**src/rtl/x_uart_pkg.sv**
```systemverilog
// Shared types and constants for the UART receive path.
// Holds the receiver state encoding and the frame data width.
package x_uart_pkg;

    typedef enum logic [2:0] {
        IDLE,
        START,
        DATA,
        STOP,
        BREAK
    } uart_rx_state_t;

    localparam int UART_DATA_BITS = 8;

endpackage

```
**src/rtl/x_sync.sv**
```systemverilog
// Generic two-flop synchronizer for a single asynchronous input.
// Latency: two clocks from input change to output change.
// Backpressure: none; the output simply follows the input.
module x_sync #(
    parameter logic RST_VAL = 1'b1
) (
    input  logic clk,
    input  logic rst_n,
    input  logic din,
    output logic dout
);

    logic meta;

    always_ff @(posedge clk or negedge rst_n) begin
        if (!rst_n) begin
            meta <= RST_VAL;
            dout <= RST_VAL;
        end else begin
            meta <= din;
            dout <= meta;
        end
    end

endmodule

```
**src/rtl/x_uart_rx.sv**
```systemverilog
// 8N1 LSB-first serial receiver: one-cycle o_valid per good byte, o_frame_err per bad stop.
// Latency: o_valid one clock after the mid-stop-bit sample (2 + HALF + 9*CLKS_PER_BIT + 1 from start edge).
// Backpressure: none; the consumer must accept every o_valid pulse.
module x_uart_rx
    import x_uart_pkg::*;
#(
    parameter int CLKS_PER_BIT = 868
) (
    input  logic                      i_clk,
    input  logic                      i_rst,
    input  logic                      i_rx,
    output logic                      o_valid,
    output logic [UART_DATA_BITS-1:0] o_data,
    output logic                      o_frame_err
);

    localparam int CW = (CLKS_PER_BIT > 1) ? $clog2(CLKS_PER_BIT) : 1;
    localparam int IW = $clog2(UART_DATA_BITS);
    localparam logic [CW-1:0] HALF_M1  = CW'(CLKS_PER_BIT / 2 - 1);
    localparam logic [CW-1:0] BIT_LAST = CW'(CLKS_PER_BIT - 1);
    localparam logic [IW-1:0] IDX_LAST = IW'(UART_DATA_BITS - 1);

    if (CLKS_PER_BIT < 4) begin : g_param_chk
        $error("x_uart_rx: CLKS_PER_BIT must be at least 4");
    end

    uart_rx_state_t            state;
    uart_rx_state_t            state_nxt;
    logic                      rx_s;
    logic [CW-1:0]             cnt;
    logic [IW-1:0]             idx;
    logic [UART_DATA_BITS-1:0] shreg;
    logic                      half_hit;
    logic                      bit_hit;
    logic                      good_stop;
    logic                      bad_stop;

    x_sync #(.RST_VAL(1'b1)) u_rx_sync (
        .clk   (i_clk),
        .rst_n (i_rst),
        .din   (i_rx),
        .dout  (rx_s)
    );

    always_ff @(posedge i_clk or negedge i_rst) begin
        if (!i_rst) begin
            state <= IDLE;
        end else begin
            state <= state_nxt;
        end
    end

    always_comb begin
        state_nxt = state;
        unique case (state)
            IDLE:    if (!rx_s) state_nxt = START;
            START:   if (half_hit) state_nxt = rx_s ? IDLE : DATA;
            DATA:    if (bit_hit && idx == IDX_LAST) state_nxt = STOP;
            STOP:    if (bit_hit) state_nxt = rx_s ? IDLE : BREAK;
            BREAK:   if (rx_s) state_nxt = IDLE;
            default: state_nxt = IDLE;
        endcase
    end

    always_comb begin
        half_hit  = (state == START) && (cnt == HALF_M1);
        bit_hit   = (cnt == BIT_LAST);
        good_stop = (state == STOP) && bit_hit && rx_s;
        bad_stop  = (state == STOP) && bit_hit && !rx_s;
    end

    // Timer restarts on every state change so DATA/STOP sample one full bit after the previous sample.
    always_ff @(posedge i_clk or negedge i_rst) begin
        if (!i_rst) begin
            cnt         <= '0;
            idx         <= '0;
            shreg       <= '0;
            o_valid     <= 1'b0;
            o_data      <= '0;
            o_frame_err <= 1'b0;
        end else begin
            o_valid     <= good_stop;
            o_frame_err <= bad_stop;
            if (good_stop) o_data <= shreg;

            if (state_nxt != state || bit_hit || state == IDLE || state == BREAK)
                cnt <= '0;
            else
                cnt <= cnt + CW'(1);

            if (state == START) begin
                idx <= '0;
            end else if (state == DATA && bit_hit) begin
                shreg[idx] <= rx_s;
                idx        <= idx + IW'(1);
            end
        end
    end

endmodule
```
**config.mk**
```make
export PLATFORM = sky130hd
export DESIGN_NAME = x_uart_rx
export DESIGN_NICKNAME = d
export VERILOG_FILES = /design/src/rtl/x_uart_pkg.sv /design/src/rtl/x_sync.sv /design/src/rtl/x_uart_rx.sv
export SDC_FILE = /design/constraint.sdc
export NUM_CORES = 1
export LEC_CHECK = 0
export CAP_MARGIN = 10
export CELL_PAD_IN_SITES_DETAIL_PLACEMENT = 1
export CELL_PAD_IN_SITES_GLOBAL_PLACEMENT = 1
export CORE_MARGIN = 2
export CORE_UTILIZATION = 30
export CTS_CLUSTER_DIAMETER = 40
export DETAILED_ROUTE_END_ITERATION = 8
export PLACE_DENSITY_LB_ADDON = 0.1
export SLEW_MARGIN = 0
export SYNTH_ARGS = -nofsm -noshare
export SYNTH_HDL_FRONTEND = slang
export SYNTH_SLANG_ARGS = --single-unit
export TNS_END_PERCENT = 1
```
**constraint.sdc**
```tcl
create_clock -name i_clk -period 5.04 [get_ports i_clk]
set_input_delay 0.504 -clock i_clk [delete_from_list [all_inputs] [get_ports i_clk]]
set_output_delay 0.504 -clock i_clk [all_outputs]
set_load 0.01 [all_outputs]
```
==> key figures <==
Timing
  • RSZ-0062 raised after global routing: no
  • Final min period: 2.086 ns
  • Hold Fails Final Rpt: 0
  • Worst Skew: between 0.005 and 0.006 ns
  • Slew Viols, Final: 0
  • Slew margin rel.: 45.17%
  • Final setup violation count: 0
  • FMAX: between 400 and 500 MHz
  • Worst slew pin tran: 0.8225 ns
  • Final TNS setup: 0 ns
  • Fin crit share: 41.40%

Detailed routing
  • Vias/cell: ~5.0
  • Post-Route WL: roughly 3.8 mm
  • Vias post-DR: between 1000 and 1500
  • Residual DRC: 0
  • Final antenna-violating net count: 0
  • Drt first-iter violations: 35
  • Wire per inst: approximately 16 um
  • Pre-antenna DRT Iters: 3

Placed design
  • Gpl congestion: approximately 0.74
  • Placed insts: ~230
  • IO Port Bufs: 12
  • DP HPWL: between 2 and 3 mm

Run
  • Max-capacitance violation count: 0

Clock tree
  • Setup bufs post-CTS: 0
  • CTS max path bufs: 2
  • CTS buffer count: 5
  • # H-tree levels: 2
  • Root Buffer: clkbuf_8
  • Clock latency at the later pin of the worst-skew pair: ~0.28 ns
  • CTS tree: yes
  • Sink Count: 36
  • CTS resizes: 0
  • Reg clk slew, reported paths: around 0.08 ns
  • Hold-fix buffers, CTS: 0

Layout
  • Most frequent cells in the layout: 34 x dfrtp_1, 13 x nor2_1, 12 x mux2_2
  • Final non-filler cell total: between 200 and 250
  • Fill cells: roughly 660
  • Share of cells above drive strength 1: around 20%
  • Most common cell after layout, fill and taps aside: dfrtp_1
  • Synth-to-Final Area Change: 14.91%
  • Inserted Diodes: 0
  • Final core utilization: about a third
  • Nets: 170

Worst hold path
  • Min-Delay Path Class: input port to asynchronous set/reset pin

Pwr
  • Leakage: between 0.8 and 0.9 nW
  • Peak supply drop: between 0.15 and 0.2 mV
  • Total chip power: 0.0005080 W
  • Pwr dens: 248.5 mW/mm2

Die
  • Die ar.: 0.006563 mm2
  • Num ports: 13
  • Core ar.: about 0.0058 mm2
  • Initial Util: a little under a third
  • Site row count: 28
  • Die Wd: between 80 and 90 um
  • Chip Height: around 80 um

Synthesis
  • Average size of a mapped cell: 11.78 um2
  • Count of different cell masters after synthesis: 39
  • Synth Flop Type: dfrtp_1
  • Syn Nets: approximately 160
  • Seq/Total Area, Yosys: about half
  • EDFF count, synth: 0
  • Flops & latches, synth: 36
  • Async SR Flop Fraction: 100.0%
  • Synthesis warning total: 0
  • Mapped cell area: 0.001779 mm2
  • Gate count after technology mapping: roughly 150

Global routing
  • Global-route wire length before repair: 6.361 mm
  • Vias in the first global route: around 1300
  • GR Util All Layers: roughly an eighth
  • Pin count of the biggest net entering global routing: 37
  • Initial antenna violation count: 0
  • Congestion Overflow GR: 0

Worst setup path
  • Reg2Reg Depth: 5
  • Flop-to-flop setup slack: roughly 3.0 ns
  • Critical Path RT: between 5 and 6 ns
  • RR Startpoint: cnt[0]$_DFF_PN0_
  • Worst r2r dst: cnt[2]$_DFF_PN0_
  • Kind of end point of the critical path: register
  • Critical Path AT: 2.21 ns
  • Critical path class: register to register
  • Startpoint Class: register
  • Crit path max fanout: 7

Outcome
  • Status: finished, final reports clean
routing by layer:
layer / routed length [um] / global-route usage, % / vias to the layer above
met1: 1811 / 16.57 / 603
met4: 23 / 3.559 / 0
met3: 83 / 2.778 / 2
met5: 0 / 0 / -
li1: - / - / 572
met2: 1837 / 21.49 / 10
cell usage after synthesis, drive strengths merged (2+ instances only):
master  number  area share (%)
nand3        5             1.4
mux2        16              10
xor2         5             2.5
dfrtp       34              48
nor3         2            0.56
nand4        5             2.6
dfstp        2             3.0
ha           4             2.8
nor2b        2            0.70
xnor2        4             2.0
a211oi       7             3.0
o21ai        4             1.1
buf          3             1.2
mux2i        2             1.1
a21oi        2            0.56
nor3b        2             2.1
clkbuf       4            0.84
nand3b       2            0.84
nor4         8             2.8
and3         3             1.1
nor2        14             3.4
nand2b       3             1.1
nand2        5             1.1
inv          3            0.63
final cells by class:
cell class	instances	area, um2	share of cell area [%]
well taps	75	93.84	4.590
clock inverters	3	23.77	1.163
multi-input cells	105	828.3	40.51
clock buffers	5	68.82	3.366
inverters	3	11.26	0.5508
flip-flops and latches	36	903.4	44.19
repair buffers	12	115.1	5.630
critical path, stage by stage, from the launching register on:
cell and delay, ns:
dfrtp_1 0.42, ha_1 0.24, and3_1 0.32, nand3_1 0.20
a221oi_2 0.58, a211oi_1 0.17
flip-flops by register name (all words and copies together) (netlist names):
signal / flops
u_rx_sync.dout: 1
state: 3
idx: 3
o_data: 8
o_frame_err: 1
u_rx_sync.meta: 1
shreg: 8
cnt: 10
o_valid: 1
power by group:
part / leakage (nW) / switching (W) / total, W / internal (W)
Sequential: 0.481 / 0.00000187 / 0.000292 / 0.000290
Combinational: 0.376 / 0.00000660 / 0.00000792 / 0.00000132
Clock: 0.0404 / 0.000110 / 0.000208 / 0.0000979
worst max-delay path by stage:
stage / depth (start not counted) / slack (ns) / end / startpoint
floorplan: 6 / 3.27 / shreg[2]$_DFFE_PN0P_ / cnt[0]$_DFF_PN0_
global placement: 5 / 3.00 / shreg[7]$_DFFE_PN0P_ / cnt[0]$_DFF_PN0_
detailed placement: 5 / 2.94 / cnt[2]$_DFF_PN0_ / cnt[0]$_DFF_PN0_
CTS: 5 / 2.92 / cnt[2]$_DFF_PN0_ / cnt[0]$_DFF_PN0_
global route: 5 / 2.71 / cnt[4]$_DFF_PN0_ / cnt[0]$_DFF_PN0_
finish: 5 / 2.95 / cnt[2]$_DFF_PN0_ / cnt[0]$_DFF_PN0_
cell families (layout without fill, tap and decap cells):
family,after synthesis,after routing,share of synthesized area [%]
simple gates,56,56,20.39
flops,36,36,50.77
compound gates,18,18,7.665
mux,18,18,11.25
buf+inv,10,23,2.672
xor+xnor,9,9,4.430
fa+ha+maj,4,4,2.813
metrics by stage:
step	hold WS [ns]	area, um2	setup WS, ns
3_3_place_gp	0.3482	1952	3.003
2_1_floorplan	0.2084	1779	3.265
5_1_grt	0.3661	2044	2.706
6_report	0.3064	2044	2.954
4_1_cts	0.3441	2044	2.924
3_5_place_dp	0.3497	1952	2.941
No activity file was read; power rests on OpenSTA's default activity.
